<file path="src/rtl/enc_dec.sv">
// enc_dec: registered one-hot encode/decode loop-back.
// Stage 1 priority-encodes In (MSB wins) into a binary code plus status flags;
// stage 2 decodes the code back to a one-hot vector. All outputs share stage 2,
// so Out, Code, Valid and Multi are aligned two rising edges after In.
module enc_dec #(
  parameter int unsigned WIDTH  = 8,
  localparam int unsigned CODE_W = $clog2(WIDTH)
) (
  input  logic              clk,
  input  logic              rst_n,
  input  logic [WIDTH-1:0]  In,
  output logic [WIDTH-1:0]  Out,
  output logic [CODE_W-1:0] Code,
  output logic              Valid,
  output logic              Multi
);

  // Stage 1 registers (encoder results)
  logic [CODE_W-1:0] code1_q, code1_d;
  logic              valid1_q, valid1_d;
  logic              multi1_q, multi1_d;

  // Stage 2 registers (decoder results and aligned status)
  logic [WIDTH-1:0]  out_q, out_d;
  logic [CODE_W-1:0] code_q;
  logic              valid_q;
  logic              multi_q;

  // Priority encoder: highest set bit wins; multi flags a second set bit.
  always_comb begin
    logic seen;
    code1_d  = '0;
    valid1_d = 1'b0;
    multi1_d = 1'b0;
    seen     = 1'b0;
    for (int i = 0; i < int'(WIDTH); i++) begin
      if (In[i]) begin
        code1_d  = CODE_W'(i);
        multi1_d = multi1_d | seen;
        seen     = 1'b1;
      end
    end
    valid1_d = seen;
  end

  // Stage 1 capture; asynchronous reset discards anything in flight.
  always_ff @(posedge clk or negedge rst_n) begin
    if (!rst_n) begin
      code1_q  <= '0;
      valid1_q <= 1'b0;
      multi1_q <= 1'b0;
    end else begin
      code1_q  <= code1_d;
      valid1_q <= valid1_d;
      multi1_q <= multi1_d;
    end
  end

  // Decoder: one-hot of the code when valid, otherwise all zero.
  always_comb begin
    out_d = '0;
    if (valid1_q) begin
      out_d = WIDTH'(1) << code1_q;
    end
  end

  // Stage 2 capture; status travels with the decoded vector.
  always_ff @(posedge clk or negedge rst_n) begin
    if (!rst_n) begin
      out_q   <= '0;
      code_q  <= '0;
      valid_q <= 1'b0;
      multi_q <= 1'b0;
    end else begin
      out_q   <= out_d;
      code_q  <= code1_q;
      valid_q <= valid1_q;
      multi_q <= multi1_q;
    end
  end

  assign Out   = out_q;
  assign Code  = code_q;
  assign Valid = valid_q;
  assign Multi = multi_q;

endmodule

</file>
<file path="config.mk">
export PLATFORM = sky130hd
export DESIGN_NAME = enc_dec
export DESIGN_NICKNAME = d
export VERILOG_FILES = /design/src/rtl/enc_dec.sv
export SDC_FILE = /design/constraint.sdc
export NUM_CORES = 1
export LEC_CHECK = 0
export CAP_MARGIN = 15
export CORE_MARGIN = 5
export CORE_UTILIZATION = 37
export DETAILED_ROUTE_END_ITERATION = 10
export HOLD_SLACK_MARGIN = 0.1
export PLACE_DENSITY = 0.79
export SYNTH_ARGS = -nofsm -noshare
export SYNTH_HDL_FRONTEND = slang
export SYNTH_SLANG_ARGS = --single-unit
</file>
<file path="constraint.sdc">
create_clock -name clk -period 0.8 [get_ports clk]
set_input_delay 0.12 -clock clk [delete_from_list [all_inputs] [get_ports clk]]
set_output_delay 0.12 -clock clk [all_outputs]
set_load 0.05 [all_outputs]
</file>
==> results of run 1 <==
[sequential cells by signal, indices dropped and copies added, names as in the netlist]
register and flops:
Out 8, valid1_q 1, Multi 1, code1_q 3, multi1_q 1, Valid 1, Code 3
[cells in the mapped netlist, drive strengths merged]
library cell  count
inv               1
o21bai            1
nor2             10
a211oi            2
nand2             4
o21ai             3
nor3              3
nor4              1
nand3             1
a21oi             4
dfrtp            18
nand2b            4
[worst max path at each step]
| stage | slack [ps] | from | to |
|---|---|---|---|
| 3_3_place_gp | -500 | In[1] | multi1_q |
| 4_1_cts | -190 | Out[3] | Out[3] |
| 5_1_grt | -210 | Out[3] | Out[3] |
| 6_report | -170 | Out[3] | Out[3] |
| 3_5_place_dp | -540 | In[4] | multi1_q |
| 2_1_floorplan | 10 | In[1] | multi1_q |
[power groups by stage]
stage               Sequential, µW  Clock (µW)  Combinational (µW)
floorplan                     1060           0                47.4
global placement               988           0                 353
detailed placement             990           0                 360
CTS                            975         436                 362
global route                   983         485                 404
finish                         979         427                 385
[final cells by class]
cell class	instances	area (µm²)	area share [%]
Sequential cell	18	454	39.0
Clock buffer	3	22.5	1.94
Multi-Input combinational cell	33	256	22.0
Tap cell	17	21.3	1.83
Timing Repair Buffer	29	405	34.8
Inverter	1	3.75	0.323
[through the flow]
| stage | cell area [µm²] | setup TNS, ps |
|---|---|---|
| finish | 1160 | -2160 |
| global route | 1160 | -2720 |
| global placement | 1070 | -1910 |
| detailed placement | 1070 | -2200 |
| floorplan | 634 | 0 |
| CTS | 1120 | -2340 |
[layer usage]
metal / up-vias / wire length, µm
li1: 239 / -
met1: 245 / 508
met2: 22 / 849
met3: 4 / 106
met4: 0 / 36
met5: - / 0
[what timing repair did]
action	in CTS	in global routing
gates resized for setup	16	23
setup buffers	0	0
setup endpoints to repair	19	23
pin swaps	2	4
gates cloned	0	0
[logic make-up (layout without fill, tap and decap cells)]
family	after synthesis	in the layout	share of synthesized area [%]
AOI/OAI and AO/OA	10	10	9.66
and+or+nand+nor	23	23	18.7
buffers and inverters	1	33	0.591
DFF	18	18	71.0
==> flow_summary.json, run 1 <==
{
  "p_leak_uw": 0.000529,
  "combPwrFrac_pct": 21.5,
  "arrival_ps": 850,
  "worst_slack_ps": -173,
  "io_buffers": 22,
  "worstPathRequired_ps": 680,
  "seq_area_frac_synth_pct": 71.0,
  "grt.met1_usage_pct": 9.94,
  "overflow": 0,
  "die_area_um2": 2640,
  "final.min_clock_period_ps": 973,
  "worst-path-max-fanout": 1,
  "core_um2": 1670,
  "fmax_mhz": 1030,
  "synth-seq-cells": 18,
  "nets": 96,
  "htree_num_levels": 1,
  "critPathBufInv": 1,
  "status": "finished, violations left",
  "rsz0062_at_grt": "yes",
  "place_inst": 98,
  "layout-drive-gt1-share_pct": 54.8,
  "synth_area_um2": 634,
  "grt_pass1_vias": 508,
  "synth_top_area_cell": "dfrtp_1",
  "period_share_pct": 122,
  "crit_family": "flip-flops",
  "finClkSkew_ps": 3.80,
  "worst_pin_slew_ps": 289,
  "grt_pass1_wl_um": 2110,
  "cts_buffers": 3,
  "hpwlAfterDp_um": 1030,
  "syn2layout_area_growth_pct": 83.4,
  "critPathCaptureType": "primary output",
  "postSynthAreaPerCell_um2": 12.2,
  "syn_inst": 52,
  "vias_per_cell": 5.05,
  "rows": 15,
  "path_cells": "buf_12",
  "syn_nets": 62,
  "clk_pin_slew_ps": 90,
  "routedWlPerCell_um": 14.9,
  "p_switching_uw": 488,
  "violations": "setup timing",
  "post-place-ws_ps": -543,
  "synth_top_area_share_pct": 71.0,
  "final_core_util_pct": 69.7,
  "grt_use_total_pct": 11.1,
  "reg2reg_from": "code1_q[0]",
  "vdd_drop_max_mv": 0.920,
  "antennaDiodeCount": 0,
  "slew_violations": 0,
  "fin_total_pwr_uw": 1790,
  "final_common_cell": "dfrtp_1",
  "cts_tree": "yes",
  "clock_power_share_pct": 23.8,
  "grtUsageMet3_pct": 2.62,
  "yosysWarnings": 0,
  "dr_total_vias": 510,
  "ant_nets": 0,
  "hold_end": "code1_q[2]",
  "cap_violations": 0,
  "hold_buffers": 0,
  "worstSkewPairLatency_ps": 290,
  "synth.area.top_cells": "dfrtp_1 71%, nor2_1 5.9%, nand2b_1 3.9%",
  "hold_ws_ps": 154,
  "grt_start_max_net_pins": 19,
  "p_per_area_nw_per_um2": 1540,
  "routabilityCongestion": 0.770,
  "drc_errors": 0,
  "cts.path.max_buffers": 2,
  "startpoint_type": "register",
  "cts_sinks": 18,
  "antenna_found_initial": 0,
  "hold_viol": 0,
  "die_h_um": 51.4,
  "final_cells": 101,
  "slew_headroom_pct": 80.7,
  "finalWirelength_um": 1500,
  "ios": 23,
  "reg2reg_depth": 2,
  "layout_common_cells": "15 x dfrtp_1, 14 x buf_12, 6 x nor2_1",
  "drtIter0Drc": 1,
  "holdCritStartpoint": "In[5]",
  "seq_power_share_pct": 54.7,
  "intPower_uw": 1300,
  "drt_pass1_iterations": 2,
  "hold_depth": 4,
  "die_w_um": 51.4,
  "cp_slowest_cell": "dfrtp_1",
  "nFillCells": 112,
  "hold_path.class": "input pin to register",
  "clockRootBuffer": "clkbuf_4",
  "start_util_pct": 38.0,
  "r2r_slack_ps": 0,
  "crit_cells": 1,
  "ys_types": 13,
  "switching_share_pct": 27.3,
  "slowest_delay_ps": 410,
  "top_usage_layer": "met2",
  "reg2reg_to": "Out[6]",
  "grtUsageMet2_pct": 21.2,
  "setup_viol": 14,
  "path_class": "register to primary output"
}
No activity file was read; power rests on OpenSTA's default activity.
==> inputs of run 2 (changes only) <==
--- a/config.mk
+++ b/config.mk
@@ -10,7 +10,7 @@
 export CORE_UTILIZATION = 37
 export DETAILED_ROUTE_END_ITERATION = 10
 export HOLD_SLACK_MARGIN = 0.1
-export PLACE_DENSITY = 0.79
+export PLACE_DENSITY_LB_ADDON = 0.25
 export SYNTH_ARGS = -nofsm -noshare
 export SYNTH_HDL_FRONTEND = slang
 export SYNTH_SLANG_ARGS = --single-unit
==> flow_summary.json, run 2 (synthesized netlist as in run 1, its figures left out) <==
{
  "path_class": "register to primary output",
  "fmax_mhz": 1020,
  "slew_headroom_pct": 83.8,
  "path_cells": "buf_12",
  "p_per_area_nw_per_um2": 1550,
  "crit_family": "flip-flops",
  "hold_buffers": 0,
  "drtIter0Drc": 1,
  "grt_pass1_vias": 513,
  "grt_use_total_pct": 11.9,
  "vdd_drop_max_mv": 0.765,
  "final_common_cell": "dfrtp_1",
  "final_core_util_pct": 69.2,
  "syn2layout_area_growth_pct": 82.2,
  "layout_common_cells": "16 x dfrtp_1, 14 x buf_12, 8 x nor2_1, 8 x buf_4",
  "clock_power_share_pct": 24.1,
  "switching_share_pct": 26.7,
  "ant_nets": 0,
  "grt_start_max_net_pins": 19,
  "critPathCaptureType": "primary output",
  "cp_slowest_cell": "dfrtp_1",
  "clk_pin_slew_ps": 90,
  "intPower_uw": 1310,
  "finClkSkew_ps": 7.70,
  "worstSkewPairLatency_ps": 290,
  "place_inst": 100,
  "cts_buffers": 3,
  "cts.path.max_buffers": 2,
  "largest_reg_flops": 8,
  "worst_pin_slew_ps": 242,
  "final_cells": 104,
  "clockRootBuffer": "clkbuf_4",
  "die_w_um": 51.4,
  "seq_power_share_pct": 54.7,
  "final.setup.tns_ps": -2220,
  "post-place-ws_ps": -552,
  "htree_num_levels": 1,
  "cts_tree": "yes",
  "cap_violations": 0,
  "rsz0062_at_grt": "yes",
  "final.min_clock_period_ps": 979,
  "dr_total_vias": 517,
  "grt_pass1_wl_um": 2170,
  "start_util_pct": 38.0,
  "p_leak_uw": 0.000533,
  "period_share_pct": 122,
  "setup_viol": 13,
  "antennaDiodeCount": 0,
  "layout-drive-gt1-share_pct": 46.0,
  "violations": "setup timing",
  "combPwrFrac_pct": 21.2,
  "critPathBufInv": 1,
  "vias_per_cell": 4.97,
  "nets": 99,
  "hpwlAfterDp_um": 1040,
  "overflow": 0,
  "routabilityCongestion": 0.783,
  "worst-path-max-fanout": 1,
  "startpoint_type": "register",
  "arrival_ps": 860,
  "status": "finished, violations left",
  "slew_violations": 0,
  "core_um2": 1670,
  "routedWlPerCell_um": 12.8,
  "worst_slack_ps": -179,
  "rows": 15,
  "antenna_found_initial": 0,
  "p_switching_uw": 476,
  "ios": 23,
  "hold_viol": 0,
  "finalWirelength_um": 1330,
  "die_area_um2": 2640,
  "drc_errors": 0,
  "slowest_delay_ps": 410,
  "drt_pass1_iterations": 2,
  "hold_path.class": "input pin to register",
  "cts_sinks": 18,
  "die_h_um": 51.4,
  "worstPathRequired_ps": 680,
  "io_buffers": 22
}
run 2: path summary, 6_finish.rpt:
kind                       startpoint          to  slack [ps]  cells past startpoint
max                            Out[7]      Out[7]        -180                      1
min                             In[5]  code1_q[2]         140                      4
max reg2reg                code1_q[1]      Out[0]          20                      2
min reg2reg                  multi1_q       Multi         370                      0
max in group asynchronous       rst_n  code1_q[2]         500                      2
min in group asynchronous       rst_n  code1_q[0]         160                      2
run 2: repair_timing:
item,in CTS,in global routing
endpoints found under the setup margin,19,22
resized for setup,13,14
buffers inserted,1,0
pin swaps,2,3
run 2: metal layers:
layer	wire, µm	vias to the layer above	GRT usage (%)	share of wire, %
met4	76	0	11.8	5.7
met3	92	9	2.33	6.9
met5	0	-	0	0
li1	-	250	-	-
met2	713	25	21.2	54
met1	448	233	10.7	34
run 2: power by group through the flow:
stage / registers, µW / logic, µW / clock network (µW)
after floorplan: 1060 / 47.4 / 0
after global placement: 988 / 361 / 0
after detailed placement: 991 / 368 / 0
after CTS: 973 / 370 / 433
after global routing: 982 / 403 / 473
final: 977 / 378 / 431
run 2: layout make-up:
cell class              instances  area, µm²
inverters                       1       3.75
well taps                      17       21.3
repair buffers                 32        437
flip-flops and latches         18        453
fillers                       107        514
multi-input cells              33        219
clock buffers                   3       22.5
run 2: metrics by stage:
step           hold WS [ps]  total power [µW]  cell area, µm²
3_3_place_gp            339              1350            1090
6_report                140              1790            1160
5_1_grt                 153              1860            1160
3_5_place_dp            358              1360            1090
2_1_floorplan          -176              1110             634
4_1_cts                 164              1780            1120
==> inputs of run 3 (changes only) <==
--- a/config.mk
+++ b/config.mk
@@ -14,3 +14,4 @@
 export SYNTH_ARGS = -nofsm -noshare
 export SYNTH_HDL_FRONTEND = slang
 export SYNTH_SLANG_ARGS = --single-unit
+export TNS_END_PERCENT = 10
==> flow_summary.json, run 3 (synthesized netlist as in run 1, its figures left out) <==
{
  "status": "finished, violations left",
  "violations": "setup timing",
  "clock_power_share_pct": 24.3,
  "grtUsageMet2_pct": 20.8,
  "dr_total_vias": 505,
  "die_h_um": 51.4,
  "arrival_ps": 860,
  "worst-path-max-fanout": 1,
  "rows": 15,
  "routedWlPerCell_um": 12.3,
  "htree_num_levels": 1,
  "antenna_found_initial": 0,
  "ios": 23,
  "final.setup.tns_ps": -2270,
  "grt_pass1_wl_um": 2160,
  "syn2layout_area_growth_pct": 77.1,
  "cts_tree": "yes",
  "switching_share_pct": 26.4,
  "drc_errors": 0,
  "core_um2": 1670,
  "start_util_pct": 38.0,
  "worstSkewPairLatency_ps": 290,
  "hold_path.class": "input pin to async pin",
  "slew_violations": 0,
  "die_w_um": 51.4,
  "grt_pass1_vias": 520,
  "cts_sinks": 18,
  "drt_pass1_iterations": 2,
  "top_usage_layer": "met2",
  "finClkSkew_ps": 7.51,
  "cap_violations": 0,
  "cts.path.max_buffers": 2,
  "final_common_cell": "dfrtp_1",
  "grt_use_total_pct": 11.8,
  "worstPathRequired_ps": 680,
  "hold_ws_ps": 164,
  "nets": 98,
  "drtIter0Drc": 1,
  "combPwrFrac_pct": 20.6,
  "layout-drive-gt1-share_pct": 40.7,
  "final_core_util_pct": 67.3,
  "die_area_um2": 2640,
  "finalWirelength_um": 1270,
  "worst_slack_ps": -176,
  "vdd_drop_max_mv": 0.788,
  "cp_slowest_cell": "dfrtp_1",
  "p_per_area_nw_per_um2": 1570,
  "path_cells": "buf_12",
  "hold_viol": 0,
  "overflow": 0,
  "hold_buffers": 0,
  "fmax_mhz": 1020,
  "critPathCaptureType": "primary output",
  "critPathBufInv": 1,
  "crit_family": "flip-flops",
  "grtUsageMet3_pct": 2.62,
  "largest_reg_flops": 8,
  "vias_per_cell": 4.90,
  "post-cts-setup-buffer-count": 0,
  "io_buffers": 22,
  "p_leak_uw": 0.000500,
  "design_area_um2": 1120,
  "clk_pin_slew_ps": 90,
  "grt_start_max_net_pins": 19,
  "cts_buffers": 3,
  "setup_viol": 14,
  "layout_common_cells": "17 x dfrtp_1, 14 x buf_12, 9 x nor2_1",
  "startpoint_type": "register",
  "hpwlAfterDp_um": 1040,
  "worst_pin_slew_ps": 242,
  "nFillCells": 110,
  "slew_headroom_pct": 83.7,
  "period_share_pct": 122,
  "p_switching_uw": 467,
  "grt.met1_usage_pct": 10.3,
  "antennaDiodeCount": 0,
  "slowest_delay_ps": 410,
  "clockRootBuffer": "clkbuf_4",
  "dpl-instance-area_um2": 1090,
  "routabilityCongestion": 0.783,
  "rsz0062_at_grt": "yes",
  "seq_power_share_pct": 55.1,
  "path_class": "register to primary output",
  "final.min_clock_period_ps": 976,
  "ant_nets": 0,
  "intPower_uw": 1300
}
[run 3: metal layers]
layer	part of all wire, %	routed length [µm]	vias up
met3	6.7	85	7
met2	55	700	27
met1	33	420	226
li1	-	-	245
met5	0	0	-
met4	4.9	62	0
[run 3: stage by stage]
stage	worst slack (ps)	std cells	power, µW
2_1_floorplan	11.0	52	1110
3_3_place_gp	-495	100	1350
3_5_place_dp	-552	100	1360
4_1_cts	-189	103	1770
5_1_grt	-212	103	1840
6_report	-176	103	1770
[run 3: final cells by class]
cell class	instances	area, µm²	share of cell area (%)
timing repair buffer	31	423	37.6
inverter	1	3.75	0.334
multi-input combinational	33	201	17.9
clock buffer	3	22.5	2.00
tap	17	21.3	1.89
sequential	18	452	40.2
[run 3: final timing paths]
kind | from | to | slack [ps] | depth (start not counted)
max in group asynchronous | rst_n | code1_q[0] | 510 | 2
worst max-delay path | Code[1] | Code[1] | -180 | 1
min in group clk | In[1] | valid1_q | 260 | 4
worst min-delay path | rst_n | code1_q[0] | 160 | 2
worst min register to register | multi1_q | Multi | 370 | 0
worst max register to register | code1_q[0] | Out[4] | 20 | 2
[run 3: power groups by stage]
stage / combinational, µW / clock [µW] / sequential, µW
finish: 364 / 428 / 973
global route: 388 / 473 / 978
detailed placement: 368 / 0 / 991
global placement: 361 / 0 / 988
CTS: 364 / 433 / 973
floorplan: 47.4 / 0 / 1060
[run 3: what timing repair did]
| item | in CTS | in global routing |
|---|---|---|
| endpoints found under the hold margin | 0 | 0 |
| pin swaps | 1 | 3 |
| resized for setup | 10 | 8 |
| setup endpoints to repair | 19 | 22 |
